$ cat config.mk
export PLATFORM = sky130hd
export DESIGN_NAME = uart_prog_loader
export DESIGN_NICKNAME = d
export VERILOG_FILES = /design/src/rtl/uart_prog_loader_pkg.sv /design/src/rtl/uart_prog_loader_rx.sv /design/src/rtl/uart_prog_loader.sv
export SDC_FILE = /design/constraint.sdc
export NUM_CORES = 1
export LEC_CHECK = 0
export CORE_MARGIN = 2
export CORE_UTILIZATION = 30
export CTS_CLUSTER_DIAMETER = 200
export DETAILED_ROUTE_END_ITERATION = 8
export PLACE_DENSITY_LB_ADDON = 0.2
export SYNTH_ARGS = -nofsm -noshare
export SYNTH_HDL_FRONTEND = slang
export SYNTH_SLANG_ARGS = --single-unit
export TNS_END_PERCENT = 30
$ cat constraint.sdc
create_clock -name clk -period 3.8 [get_ports clk]
set_input_delay 0.38 -clock clk [delete_from_list [all_inputs] [get_ports clk]]
set_output_delay 0.38 -clock clk [all_outputs]
set_load 0.1 [all_outputs]
$ cat src/rtl/uart_prog_loader_pkg.sv
// Shared types and constants for the UART program loader and its byte receiver.
package uart_prog_loader_pkg;

    localparam int   DATA_BITS            = 8;
    localparam logic STOP_LEVEL           = 1'b1;
    localparam int   DEFAULT_CLKS_PER_BIT = 104;

    // Loader states: image framing is one length byte followed by the payload.
    typedef enum logic [2:0] {
        ST_IDLE,
        ST_WAIT_LEN,
        ST_LOAD,
        ST_DONE,
        ST_ERROR
    } loader_state_e;

    // Receiver states: one 8N1 character from start edge to stop-bit sample.
    typedef enum logic [1:0] {
        RX_IDLE,
        RX_START,
        RX_DATA,
        RX_STOP
    } rx_state_e;

endpackage

$ cat src/rtl/uart_prog_loader_rx.sv
// 8N1 UART byte receiver: 2-flop synchronizer, mid-bit sampling timer, LSB-first shifter.
// Output handshake: byte_valid_o / byte_err_o are single-cycle strobes with no
// backpressure; data_o is stable while byte_valid_o is high and the consumer
// must take it in that cycle.
module uart_rx_byte
    import uart_prog_loader_pkg::*;
#(
    parameter int CLKS_PER_BIT = DEFAULT_CLKS_PER_BIT
) (
    input  logic       clk_i,
    input  logic       rst_i,
    input  logic       rx_i,
    output logic       byte_valid_o,
    output logic       byte_err_o,
    output logic [7:0] data_o
);

    localparam int               CNT_W     = $clog2(CLKS_PER_BIT);
    localparam logic [CNT_W-1:0] BIT_LAST  = CNT_W'(CLKS_PER_BIT - 1);
    localparam logic [CNT_W-1:0] HALF_LAST = CNT_W'(CLKS_PER_BIT / 2 - 1);
    localparam logic [2:0]       LAST_BIT  = 3'(DATA_BITS - 1);

    rx_state_e        state_q, state_d;
    logic [CNT_W-1:0] cnt_q, cnt_d;
    logic [2:0]       bit_idx_q, bit_idx_d;
    logic [7:0]       shift_q, shift_d;
    logic             byte_valid_q, byte_valid_d;
    logic             byte_err_q, byte_err_d;
    logic             rx_meta_q, rx_sync_q, rx_prev_q;

    // Synchronizer, edge-history flop and receiver state registers.
    always_ff @(posedge clk_i) begin
        if (rst_i) begin
            rx_meta_q    <= 1'b1;
            rx_sync_q    <= 1'b1;
            rx_prev_q    <= 1'b1;
            state_q      <= RX_IDLE;
            cnt_q        <= '0;
            bit_idx_q    <= '0;
            shift_q      <= '0;
            byte_valid_q <= 1'b0;
            byte_err_q   <= 1'b0;
        end else begin
            rx_meta_q    <= rx_i;
            rx_sync_q    <= rx_meta_q;
            rx_prev_q    <= rx_sync_q;
            state_q      <= state_d;
            cnt_q        <= cnt_d;
            bit_idx_q    <= bit_idx_d;
            shift_q      <= shift_d;
            byte_valid_q <= byte_valid_d;
            byte_err_q   <= byte_err_d;
        end
    end

    // Bit timing: re-check start at half a bit, then sample each bit one period apart.
    always_comb begin
        state_d      = state_q;
        cnt_d        = cnt_q;
        bit_idx_d    = bit_idx_q;
        shift_d      = shift_q;
        byte_valid_d = 1'b0;
        byte_err_d   = 1'b0;
        case (state_q)
            RX_IDLE: begin
                if (rx_prev_q && !rx_sync_q) begin
                    state_d = RX_START;
                    cnt_d   = '0;
                end
            end
            RX_START: begin
                if (cnt_q == HALF_LAST) begin
                    cnt_d     = '0;
                    bit_idx_d = '0;
                    // A start bit that is high again at mid-bit was only a glitch.
                    state_d   = rx_sync_q ? RX_IDLE : RX_DATA;
                end else begin
                    cnt_d = cnt_q + 1'b1;
                end
            end
            RX_DATA: begin
                if (cnt_q == BIT_LAST) begin
                    cnt_d   = '0;
                    shift_d = {rx_sync_q, shift_q[7:1]};
                    if (bit_idx_q == LAST_BIT) begin
                        state_d = RX_STOP;
                    end else begin
                        bit_idx_d = bit_idx_q + 1'b1;
                    end
                end else begin
                    cnt_d = cnt_q + 1'b1;
                end
            end
            RX_STOP: begin
                if (cnt_q == BIT_LAST) begin
                    cnt_d   = '0;
                    state_d = RX_IDLE;
                    if (rx_sync_q == STOP_LEVEL) begin
                        byte_valid_d = 1'b1;
                    end else begin
                        byte_err_d = 1'b1;
                    end
                end else begin
                    cnt_d = cnt_q + 1'b1;
                end
            end
            default: state_d = RX_IDLE;
        endcase
    end

    assign byte_valid_o = byte_valid_q;
    assign byte_err_o   = byte_err_q;
    assign data_o       = shift_q;

endmodule

$ cat src/rtl/uart_prog_loader.sv
// Boot loader: receives a length-prefixed image over UART and writes it to program memory.
module uart_prog_loader
    import uart_prog_loader_pkg::*;
#(
    parameter int CLKS_PER_BIT  = DEFAULT_CLKS_PER_BIT,
    parameter int ADDR_W        = 8,
    parameter bit BOOT_ON_RESET = 1'b1
) (
    input  logic              clk,
    input  logic              rst,
    input  logic              uart_rx,
    input  logic              start,
    output logic              mem_we,
    output logic [ADDR_W-1:0] mem_addr,
    output logic [7:0]        mem_wdata,
    output logic              cpu_hold,
    output logic              load_done,
    output logic              frame_err
);

    localparam loader_state_e RESET_STATE = BOOT_ON_RESET ? ST_WAIT_LEN : ST_IDLE;

    logic       rx_valid, rx_err;
    logic [7:0] rx_data;

    loader_state_e     state_q, state_d;
    logic [ADDR_W-1:0] addr_q, addr_d;
    logic [8:0]        remain_q, remain_d;
    logic              we_q, we_d;
    logic [7:0]        wdata_q, wdata_d;

    uart_rx_byte #(
        .CLKS_PER_BIT(CLKS_PER_BIT)
    ) u_rx (
        .clk_i        (clk),
        .rst_i        (rst),
        .rx_i         (uart_rx),
        .byte_valid_o (rx_valid),
        .byte_err_o   (rx_err),
        .data_o       (rx_data)
    );

    // Loader state, write address, remaining-byte count and registered write port.
    always_ff @(posedge clk) begin
        if (rst) begin
            state_q  <= RESET_STATE;
            addr_q   <= '0;
            remain_q <= '0;
            we_q     <= 1'b0;
            wdata_q  <= '0;
        end else begin
            state_q  <= state_d;
            addr_q   <= addr_d;
            remain_q <= remain_d;
            we_q     <= we_d;
            wdata_q  <= wdata_d;
        end
    end

    // Next-state: start only acts from IDLE/DONE/ERROR; bytes only count in WAIT_LEN/LOAD.
    always_comb begin
        state_d  = state_q;
        addr_d   = addr_q;
        remain_d = remain_q;
        we_d     = 1'b0;
        wdata_d  = wdata_q;
        case (state_q)
            ST_IDLE: begin
                if (start) state_d = ST_WAIT_LEN;
            end
            ST_WAIT_LEN: begin
                if (rx_valid) begin
                    remain_d = (rx_data == 8'd0) ? 9'd256 : {1'b0, rx_data};
                    addr_d   = '0;
                    state_d  = ST_LOAD;
                end else if (rx_err) begin
                    state_d = ST_ERROR;
                end
            end
            ST_LOAD: begin
                // The strobe cycle advances the address; the last one finishes the image.
                if (we_q) begin
                    addr_d   = addr_q + 1'b1;
                    remain_d = remain_q - 1'b1;
                    if (remain_q == 9'd1) state_d = ST_DONE;
                end
                if (rx_valid) begin
                    we_d    = 1'b1;
                    wdata_d = rx_data;
                end else if (rx_err) begin
                    state_d = ST_ERROR;
                end
            end
            ST_DONE: begin
                if (start) state_d = ST_WAIT_LEN;
            end
            ST_ERROR: begin
                if (start) state_d = ST_WAIT_LEN;
            end
            default: state_d = RESET_STATE;
        endcase
    end

    assign mem_we    = we_q;
    assign mem_addr  = addr_q;
    assign mem_wdata = wdata_q;
    assign cpu_hold  = (state_q == ST_WAIT_LEN) || (state_q == ST_LOAD) || (state_q == ST_ERROR);
    assign load_done = (state_q == ST_DONE);
    assign frame_err = (state_q == ST_ERROR);

endmodule

; ---- Word-level counts from Yosys, hierarchy flattened
; Index checks and enable logic that the tools add are counted.
[classes]
add_sub_neg = 4
multipliers = 0
div_mod_pow = 0
magnitude_cmp = 0
n_eq_ne = 21
n_shift = 0
muxes = 33
bitwise = 3
reduce_logical = 19
[ops]
columns = cell, n
row1 = $mux 3, 10
row2 = $mux 9, 3
row3 = $mux 7, 3
row4 = $pmux 7 s3, 1
row5 = $pmux 9 s2, 1
row6 = $mux 8, 2
row7 = $pmux 8 s2, 1
row8 = $ne 2x1->1 const B, 7
row9 = $mux 2, 6
row10 = $eq 9x1->1 const B, 1
row11 = $pmux 3 s3, 1
row12 = $sub 9x1->9 const B, 1
row13 = $add 8x1->8 const B, 1
row14 = $logic_not 8->1, 1
row15 = $pmux 2 s4, 1
row16 = $add 7x1->7 const B, 1
row17 = $eq 7x6->1 const B, 1
row18 = $eq 7x7->1 const B, 1
row19 = $eq 3x2->1 const B, 2
row20 = $eq 3x3->1 const B, 2
row21 = $pmux 3 s2, 1
row22 = $reduce_and 2->1, 3
row23 = $reduce_or 3->1, 2
row24 = $reduce_and 5->1, 1
row25 = other kinds (17), 26
[word_totals]
regBits = 54
latchBits = 0
ram_bits = 0
romBits = 0
input_bits = 4
memories = 0

; ---- Logic depth before layout (Yosys ltp)
; Gate-level depths: netlist of the first run.
[depth]
ltp_word = 6
mapped_depth = 7

; ---- Cells and area by module
; From an unflattened synthesis of the first run, not the netlist that was laid out.
[hier_totals]
hier_cells = 321
area_unflattened_um2 = 2678.8
[by_module_without_submodules]
columns = mod, n_inst, cells_each, area_each_um2
row1 = uart_prog_loader, 1, 191, 1529.0
row2 = uart_rx_byte, 1, 130, 1149.9

; ---- Worst setup path after synthesis of the first run
; OpenSTA, ideal clock, no wires.
[synth_path]
path_type = flip-flop to output port
from = register state_q[1]
to = output port cpu_hold
arrival_ps = 2137
t_required_ps = 3420
slack_ps = 1283
path_stages_with_launch = 5
n_path_buf = 1
cell_sequence = dfxtp_1 buf_4 nand2b_1 nor2b_1 o21bai_1
[synth_via]
elab_chain_len = 3
[synth_rtl]
columns = item, line_no
row1 = "start, declared", uart_prog_loader.sv:26  ; loader_state_e state_q, state_d;
row2 = "start signal, assigned", uart_prog_loader.sv:52  ; state_q <= state_d;
row3 = $eq 3x1->1 or $eq 3x2->1 (tied branches), uart_prog_loader.sv:107  ; assign cpu_hold = (state_q == ST_WAIT_LEN) || (state_q == ST_LOAD) || (state_q == ST_ERROR);
row4 = $logic_or 1x1->1, uart_prog_loader.sv:107
row5 = $logic_or 1x1->1 *, uart_prog_loader.sv:107
row6 = "end, declared", uart_prog_loader.sv:16  ; output logic cpu_hold,
; Every way passes the cells marked *; elsewhere a longest branch is shown, timed or not.

; ---- Final worst setup path of the first run
[layout_path]
from = register state_q[1]
to = output port load_done
[layout_via]
elab_chain_len = 1
[layout_rtl]
columns = item, line_no
row1 = $eq 3x2->1, uart_prog_loader.sv:108  ; assign load_done = (state_q == ST_DONE);
row2 = "end, declared", uart_prog_loader.sv:17  ; output logic load_done,
; No other way between the ends.

==> key figures, run 1 <==
Run status
  • Status: finished, final reports clean

Power
  • Pwr/cell area: 317 nW/um2
  • Clock network fraction of design power: 35.1%
  • Internal: 730 uW
  • Sw Share: 22.4%
  • Maximum vdd drop: roughly 0.13 mV
  • Leakage power: ~0.00098 uW
  • Switching power: 211 uW
  • Seq pwr share: 61.2%
  • Comb power frac: under 10%

Final layout
  • Layout cells sized above 1: 5.17%
  • Fin cells: 434
  • Area delta synth->final: 14.5%
  • Fillers: 870
  • Nets: between 300 and 400
  • Final Core Density: a little over a third
  • Commonest cells after routing, fill and taps aside: 54 x dfxtp_1, 40 x a21oi_1, 37 x nand2_1
  • Ant. Diodes: 0
  • Most common cell after layout, fill and taps aside: dfxtp_1

Die
  • Die area: 9400 um2
  • IO Count: 24
  • Cell row count: 33
  • Initial Utilization: between 30% and 40%
  • Die W: 97.0 um
  • Die height: 97.0 um
  • Placeable Area: 8300 um2

Yosys
  • Syn Area/Cell: 8.26 um2
  • Yosys warns: 0
  • Top_reg_cell synth: dfxtp_1
  • Synth Cell Area: 2590 um2
  • Synth Register Bits: 54
  • Most area-hungry cell type in the Yosys netlist: dfxtp_1
  • Top post-synthesis cells by area: dfxtp_1 42%, a21oi_1 7.7%, nand2_1 5.4%, o21ai_0 3.3%, nor2_1 3.2%
  • Sequential element share of the synthesized area: between 40% and 50%
  • Net Count, Synth: 324
  • EDFF count, synth: 0
  • Syn Inst Count: 314
  • Async set-reset flop share out of synthesis: 0%
  • Synth top area share: 41.7%
  • Distinct cells, synth: roughly 50

Clock tree
  • Hold buffer count at CTS: 0
  • Cts repair resizes: 0
  • CTS tree: done
  • Post-CTS setup buffers: 0
  • Clock transition at path regs: 0.09 ns
  • Clk root buf: clkbuf_8
  • CTS H-tree lvls: 2
  • Clk Latency, worst-skew pair: 0.31 ns
  • CTS Sinks: 54
  • TritonCTS buffer count: 5
  • CTS max path bufs: 2

Drt
  • DRT Pass-1 Iters: 4
  • Total Wirelength: between 5000 and 6000 um
  • Drt via density: between 5 and 6
  • Remaining antenna violation count after routing: 0
  • Total number of vias: roughly 2.3k
  • WL/cell: 13.5 um
  • # DRC: 0
  • Initial drt markers: 137

Timing
  • Worst Slack Setup Final: 1.02 ns
  • Worst-Margin Slew: 1.03 ns
  • Final setup vio count: 0
  • Setup tns final: 0 ns
  • Tcrit/Tclk final: between 70% and 80%
  • Unrepaired setup endpoints after global routing: no
  • Clock skew: 0.0105 ns
  • Hold Vio Cnt, Final: 0
  • Slew HR: a little under a third
  • Fmax: 360 MHz
  • Fin crit period: between 2 and 3 ns
  • Max-slew violations: 0

Setup path
  • Data required time at the worst endpoint: 3.42 ns
  • Worst EP arrival: roughly 2.4 ns
  • Setup crit end kind: primary output
  • Worst setup path class: flip-flop to primary output
  • CP Max Fanout: 12
  • Setup crit start kind: flip-flop

Flow run
  • MaxCap Viol Count: 0

GRT
  • Vias in the first global route: approximately 2k
  • Congestion Overflow GR: 0
  • Pin count of the biggest net entering global routing: 50
  • GRT Total Usage: roughly an eighth
  • First-pass GRT wire length: 10000 um
  • Antenna violations before repair: 0

Placed design
  • I/O Buffers: 23
  • Final GP Congestion: 0.785
  • Inst Count DP: 426
  • Pre-CTS setup slack: around 1.4 ns
  • DP HPWL: 3800 um

Hold path
  • Worst Hold Class: flip-flop to flip-flop
[cell families after synthesis]
| family | Yosys count | share of synthesized area (%) |
|---|---|---|
| AOI/OAI and AO/OA | 92 | 21.2 |
| xor gates and xnor gates | 3 | 1.01 |
| adders and majority gates | 6 | 2.90 |
| buffers and inverters | 26 | 4.49 |
| DFF | 54 | 41.7 |
| muxes | 9 | 3.52 |
| and+or+nand+nor | 124 | 25.1 |
[stage by stage]
stage,cell area [um2],hold slack (ns),power [uW]
6_report,2970,0.414,941
5_1_grt,2970,0.450,985
4_1_cts,2970,0.419,962
3_5_place_dp,2880,0.396,625
3_3_place_gp,2880,0.392,624
2_1_floorplan,2590,0.389,612
[cells in the mapped netlist (3+ instances only)]
cell       count
nand3_1       10
o21ai_0       17
o21a_1         3
o21bai_1       3
and2_1         4
o211ai_1       4
or2_2          4
a21o_1         6
or3_1          5
mux2i_1        8
a2bb2oi_1      3
nand2b_1       3
nor3_1         7
clkbuf_1       9
nor2_1        22
or4_1          3
nand4_1        4
buf_2          6
nor2b_1        5
a21oi_1       40
dfxtp_1       54
nand2_1       37
inv_1          9
o31ai_1        4
ha_1           6
nor4_1         7
[worst max-delay path, stage by stage (launching register included)]
cell,delay (ns)
dfxtp_1,0.51
nor2b_1,0.29
and2_1,0.17
clkdlybuf4s50_1,1.13
[power groups by stage]
stage                     Combinational [uW]  Clock [uW]  Sequential (uW)
after global routing                    38.9         368              578
final                                   34.6         331              576
after detailed placement                35.4           0              589
after global placement                  35.4           0              589
after floorplan                         24.2           0              588
after CTS                               35.4         351              576
[flip-flops by register name, indices dropped and copies added (netlist names), named ones only]
signal             cells
u_rx.bit_idx_q         3
mem_wdata              8
u_rx.rx_prev_q         1
mem_addr               8
u_rx.byte_err_o        1
u_rx.byte_valid_o      1
u_rx.cnt_q             7
u_rx.rx_meta_q         1
u_rx.rx_sync_q         1
u_rx.data_o            8
mem_we                 1
remain_q               9
state_q                3
u_rx.state_q           1
[layer usage]
layer	wire [um]	part of all wire (%)	vias to the layer above	GRT usage, %
met5	0	0	-	0
met4	60	1.0	0	4.98
met3	217	3.7	4	3.40
met2	2530	43	49	18.2
met1	3050	52	1067	18.0
li1	-	-	1159	-
[final cells by class]
type / instances / area, um2 / area share [%]
multi-input cells: 234 / 1400 / 47.0
flip-flops and latches: 54 / 1080 / 36.4
inverters: 9 / 33.8 / 1.14
well taps: 105 / 131 / 4.43
clock buffers: 7 / 86.3 / 2.91
clock inverters: 1 / 5.00 / 0.169
repair buffers: 24 / 235 / 7.93
[path summary, 6_finish.rpt]
| kind | to | depth (start not counted) | slack, ns | startpoint |
|---|---|---|---|---|
| max | load_done | 3 | 1.02 | state_q[1] |
| min | u_rx.rx_sync_q | 1 | 0.41 | u_rx.rx_meta_q |
| max reg2reg | u_rx.bit_idx_q[1] | 4 | 1.64 | flip-flop |
| min reg2reg | u_rx.rx_sync_q | 1 | 0.41 | u_rx.rx_meta_q |
No activity file was read; power rests on OpenSTA's default activity.
==> run 2, diff against run 1 <==
clock period = 2.5 ns   (was 3.8 ns; I/O delays follow)
==> key figures, run 2 (synthesized netlist as in run 1, its figures left out) <==
Run status
  • Status: finished, final reports clean

Die
  • Die area: 9400 um2 (unchanged)
  • IO Count: 24 (unchanged)
  • Placeable Area: 8300 um2 (unchanged)
  • Cell row count: 33 (unchanged)
  • Die height: 97.0 um (unchanged)
  • Initial Utilization: 31.2% (unchanged)
  • Die W: 97.0 um (unchanged)

Clock tree
  • Cts repair resizes: 0 (unchanged)
  • CTS Sinks: 54 (unchanged)
  • CTS H-tree lvls: 2 (unchanged)
  • Clk Latency, worst-skew pair: 0.31 ns (about the same)
  • CTS max path bufs: 2 (unchanged)
  • Hold buffer count at CTS: 0 (unchanged)
  • TritonCTS buffer count: 5 (unchanged)
  • Post-CTS setup buffers: 0 (unchanged)
  • CTS tree: done
  • Clk root buf: clkbuf_8
  • Clock transition at path regs: 0.09 ns (about the same)

GRT
  • Pin count of the biggest net entering global routing: 27 (-46%)
  • Congestion Overflow GR: 0 (unchanged)
  • Antenna violations before repair: 0 (unchanged)
  • First-pass GRT wire length: 10400 um (+3.7%)
  • GRT Total Usage: 13.0% (+0.36 points)
  • Vias in the first global route: 2150 (+6.2%)

Power
  • Pwr/cell area: 487 nW/um2 (+54%)
  • Maximum vdd drop: 0.280 mV (+110%)
  • Leakage power: 0.00105 uW (+6.6%)

Timing
  • Fmax: between 400 and 500 MHz
  • Setup tns final: 0 ns (unchanged)
  • Hold Vio Cnt, Final: 0 (unchanged)
  • Tcrit/Tclk final: 80.7%
  • Unrepaired setup endpoints after global routing: no
  • Worst Slack Setup Final: 0.484 ns (-0.539 ns)
  • Fin crit period: about 2.0 ns
  • Final setup vio count: 0 (unchanged)
  • Max-slew violations: 0 (unchanged)
  • Worst-Margin Slew: 0.692 ns (-0.339 ns)
  • Slew HR: 53.4% (+23 points)
  • Clock skew: 0.00440 ns (-0.00606 ns)

Setup path
  • CP Max Fanout: 24 (+12)
  • Setup crit end kind: flip-flop
  • Worst EP arrival: 2.26 ns (-0.14 ns)
  • Crit-path cells: nand3b_1 -> a21o_1 -> or4_1 -> a21oi_1
  • Worst path max stage delay: 0.59 ns (-0.54 ns)
  • Setup crit start kind: flip-flop
  • Worst setup path class: flip-flop to flip-flop
  • Data required time at the worst endpoint: 2.75 ns (-0.67 ns)
  • Slowest CP cell: or4_1

Drt
  • Total number of vias: 2237 (-1.8%)
  • # DRC: 0 (unchanged)
  • Initial drt markers: 175 (+28%)
  • Remaining antenna violation count after routing: 0 (unchanged)
  • Total Wirelength: 5870 um (+0.20%)
  • Drt via density: 5.11 (-2.7%)
  • DRT Pass-1 Iters: 4 (unchanged)
  • WL/cell: 13.4 um (-0.71%)

Placed design
  • Final GP Congestion: 0.749 (-4.6%)
  • Inst Count DP: 430 (+0.94%)
  • DP HPWL: 3940 um (+3.4%)
  • Pre-CTS setup slack: 0.544 ns (-0.820 ns)
  • I/O Buffers: 23 (unchanged)

Final layout
  • Commonest cells after routing, fill and taps aside: 54 x dfxtp_1, 40 x a21oi_1, 37 x nand2_1
  • Area delta synth->final: 14.3%
  • Reg with most FFs: remain_q
  • Nets: 342 (+1.2%)
  • Ant. Diodes: 0 (unchanged)
  • Max reg flops: 9 (unchanged)
  • Fin cells: 438 (+0.92%)
  • Layout cells sized above 1: 12.0% (+6.8 points)
  • Most common cell after layout, fill and taps aside: dfxtp_1

Hold path
  • Worst Hold Class: flip-flop to flip-flop

Flow run
  • MaxCap Viol Count: 0 (unchanged)
run 2: per-stage QoR:
stage / hold WS, ns / instance area (um2) / total power, uW / utilization, %
after floorplan: 0.354 / 2590 / 930 / -
after global placement: 0.394 / 2870 / 954 / 34.6
after detailed placement: 0.397 / 2870 / 954 / 34.6
after CTS: 0.421 / 2960 / 1470 / 35.7
after global routing: 0.443 / 2960 / 1510 / 35.7
final: 0.415 / 2960 / 1440 / 35.7
run 2: metal layers:
| layer | wire (um) | share of wire [%] | track usage [%] | up-vias |
|---|---|---|---|---|
| met3 | 237 | 4.0 | 3.40 | 7 |
| li1 | - | - | - | 1166 |
| met4 | 95 | 1.6 | 3.68 | 0 |
| met2 | 2480 | 42 | 19.9 | 31 |
| met5 | 0 | 0 | 0 | - |
| met1 | 3060 | 52 | 18.1 | 1033 |
run 2: final timing paths:
check | startpoint | endpoint | slack (ns) | cells after the start
max | state_q[0] | mem_addr[7] | 0.48 | 4
min | u_rx.rx_meta_q | u_rx.rx_sync_q | 0.42 | 1
max reg2reg | state_q[0] | mem_addr[7] | 0.48 | 4
min reg2reg | u_rx.rx_meta_q | u_rx.rx_sync_q | 0.42 | 1
run 2: final cells by class:
type | count | area (um2)
clock inverter | 1 | 5.00
timing repair buffer | 28 | 230
inverter | 9 | 33.8
clock buffer | 7 | 86.3
fill | 858 | 5340
multi-input combinational | 234 | 1400
tap | 105 | 131
sequential | 54 | 1080
run 2: where the power goes:
| group | switching, uW | internal, uW | total (uW) |
|---|---|---|---|
| Combinational | 34.0 | 23.4 | 57.5 |
| Sequential | 8.63 | 867 | 875 |
| Clock | 285 | 224 | 510 |
| Total | 328 | 1110 | 1440 |
run 2: critical path: cells and delay by family, from the launching register on:
family | cells | cell delay (ns)
compound gates | 2 | 0.61
flops | 1 | 0.56
simple gates | 2 | 0.79
==> run 3, diff against run 2 <==
clock period = 1.7 ns   (was 2.5 ns; I/O delays follow)
==> key figures, run 3 (synthesized netlist as in run 1, its figures left out) <==
Clock tree
  • CTS Sinks: 54 (unchanged)
  • CTS H-tree lvls: 2 (unchanged)
  • Clock transition at path regs: 0.11 ns (+0.02 ns)
  • Clk root buf: clkbuf_8
  • CTS tree: done
  • TritonCTS buffer count: 5 (unchanged)
  • CTS max path bufs: 2 (unchanged)
  • Clk Latency, worst-skew pair: 0.32 ns (about the same)
  • Hold buffer count at CTS: 0 (unchanged)

Setup path
  • Crit-path cells: buf_4 -> nor3b_4 -> o21bai_2 -> buf_12
  • Worst EP arrival: 1.48 ns (-0.78 ns)
  • Slowest CP cell: dfxtp_2
  • Crit path buf inv count: 2 (+2)
  • Worst path max stage delay: 0.38 ns (-0.21 ns)
  • Data required time at the worst endpoint: 1.53 ns (-1.22 ns)
  • Setup crit start kind: flip-flop
  • Setup crit end kind: primary output
  • Worst setup path class: flip-flop to primary output
  • Crit path max-delay family: flip-flops
  • CP Max Fanout: 9 (-63%)

GRT
  • Pin count of the biggest net entering global routing: 45 (+67%)
  • Most Used Layer, Global Route: met2
  • GRT Total Usage: 12.5% (-0.50 points)
  • First-pass GRT wire length: 9830 um (-5.3%)
  • Met1 Use GR: 16.5% (-1.6 points)
  • Vias in the first global route: 2147 (-0.14%)
  • Congestion Overflow GR: 0 (unchanged)
  • Grt met3 use: 2.89% (-0.51 points)
  • Antenna violations before repair: 0 (unchanged)
  • Met2 GRT Util: 19.9% (-0.053 points)

Drt
  • Drt via density: 5.07 (-0.73%)
  • WL/cell: 13.0 um (-3.3%)
  • Remaining antenna violation count after routing: 0 (unchanged)
  • Total Wirelength: 5910 um (+0.70%)
  • # DRC: 0 (unchanged)
  • DRT Pass-1 Iters: 4 (unchanged)
  • Initial drt markers: 114 (-35%)
  • Total number of vias: 2312 (+3.4%)

Die
  • Cell row count: 33 (unchanged)
  • Die area: 9400 um2 (unchanged)
  • Die W: 97.0 um (unchanged)
  • IO Count: 24 (unchanged)
  • Die height: 97.0 um (unchanged)
  • Initial Utilization: 31.2% (unchanged)
  • Placeable Area: 8300 um2 (unchanged)

Run status
  • Status: finished, final reports clean

Hold path
  • Worst Hold Class: input port to flip-flop

Final layout
  • Fillers: 853 (-0.58%)
  • Commonest cells after routing, fill and taps aside: 42 x dfxtp_1, 40 x a21oi_1, 38 x buf_4
  • Max reg flops: 9 (unchanged)
  • Reg with most FFs: remain_q
  • Layout cells sized above 1: 22.5% (+10 points)
  • Most common cell after layout, fill and taps aside: dfxtp_1
  • Ant. Diodes: 0 (unchanged)
  • Nets: 360 (+5.3%)
  • Area delta synth->final: 25.2%

Timing
  • Unrepaired setup endpoints after global routing: yes
  • Worst-Margin Slew: 0.567 ns (-0.125 ns)
  • Hold Vio Cnt, Final: 0 (unchanged)
  • Fmax: 607 MHz
  • Tcrit/Tclk final: 96.9%
  • Fin Hold WS: 0.417 ns (+0.00178 ns)
  • Max-slew violations: 0 (unchanged)
  • Final setup vio count: 0 (unchanged)
  • Fin crit period: 1.65 ns
  • Clock skew: 0.0144 ns (+0.0100 ns)
  • Slew HR: 61.2% (+7.8 points)

Power
  • Clock network fraction of design power: 38.2% (+2.9 points)
  • Sw Share: 23.7% (+0.92 points)
  • Pwr/cell area: 686 nW/um2 (+41%)
  • Switching power: 527 uW (+60%)
  • Design Power: 2230 uW (+54%)
  • Maximum vdd drop: 0.377 mV (+35%)
  • Seq pwr share: 57.1% (-3.6 points)
  • Comb power frac: 4.7% (+0.7 points)
  • Internal: 1700 uW (+52%)
  • Leakage power: 0.00118 uW (+12%)

Placed design
  • DP HPWL: 4020 um (+2.0%)
  • Final GP Congestion: 0.767 (+2.4%)
  • I/O Buffers: 23 (unchanged)

Flow run
  • MaxCap Viol Count: 0 (unchanged)
-- run 3: cell types whose count changed in the layout (fill, tap and decap cells not counted), moves of 2 or more --
cell | previous run | this run
buf_4 | 24 | 38
dfxtp_1 | 54 | 42
dfxtp_4 | 0 | 7
dfxtp_2 | 0 | 5
buf_12 | 1 | 4
nor3b_1 | 2 | 0
-- run 3: cell type report --
| type | instances | area [um2] | share of cell area, % |
|---|---|---|---|
| well taps | 105 | 131 | 4.05 |
| clock inverters | 2 | 17.5 | 0.540 |
| flip-flops and latches | 54 | 1110 | 34.3 |
| clock buffers | 6 | 93.8 | 2.89 |
| repair buffers | 46 | 407 | 12.5 |
| multi-input cells | 234 | 1450 | 44.6 |
| inverters | 9 | 33.8 | 1.04 |
-- run 3: worst register-to-register path: stages, from the launching register on --
cell      delay [ns]
dfxtp_2         0.35
nand3b_1        0.22
a21o_2          0.33
or4_1           0.51
a21oi_1         0.14
-- run 3: stage by stage --
stage               setup TNS [ns]  instance area (um2)  setup WS [ns]  std cells  utilization [%]
floorplan                  -0.0363                 2630        -0.0363        314                -
global placement                 0                 3070          0.143        447             37.0
detailed placement               0                 3070         0.0712        447             37.0
CTS                              0                 3210         0.0263        455             38.7
global route               -0.0480                 3250        -0.0228        456             39.1
finish                           0                 3250         0.0525        456             39.1
-- run 3: metal layers --
metal  vias up  part of all wire, %
met5         -                    0
met4         0                  1.6
met3         7                  3.5
met2        34                   44
met1      1070                   51
li1       1201                    -
-- run 3: power by group through the flow --
stage	Combinational (uW)	Clock (uW)	Sequential, uW
global placement	106	0	1300
detailed placement	106	0	1300
global route	117	923	1270
finish	105	849	1270
floorplan	54.0	0	1300
CTS	107	884	1270
-- run 3: path summary, 6_finish.rpt --
path                                      from  slack, ns  depth (start not counted)        endpoint
worst max-delay path                state_q[0]       0.05                          4        cpu_hold
worst min-delay path                   uart_rx       0.42                          2  u_rx.rx_meta_q
worst max register to register      state_q[1]       0.09                          4     mem_addr[5]
worst min register to register  u_rx.rx_meta_q       0.42                          1  u_rx.rx_sync_q
-- run 3: what timing repair did --
action,4_1_cts,5_1_grt
hold endpoints to repair,0,0
endpoints found under the setup margin,1,15
setup buffers,0,1
resized for setup,7,7
pin swaps,1,2
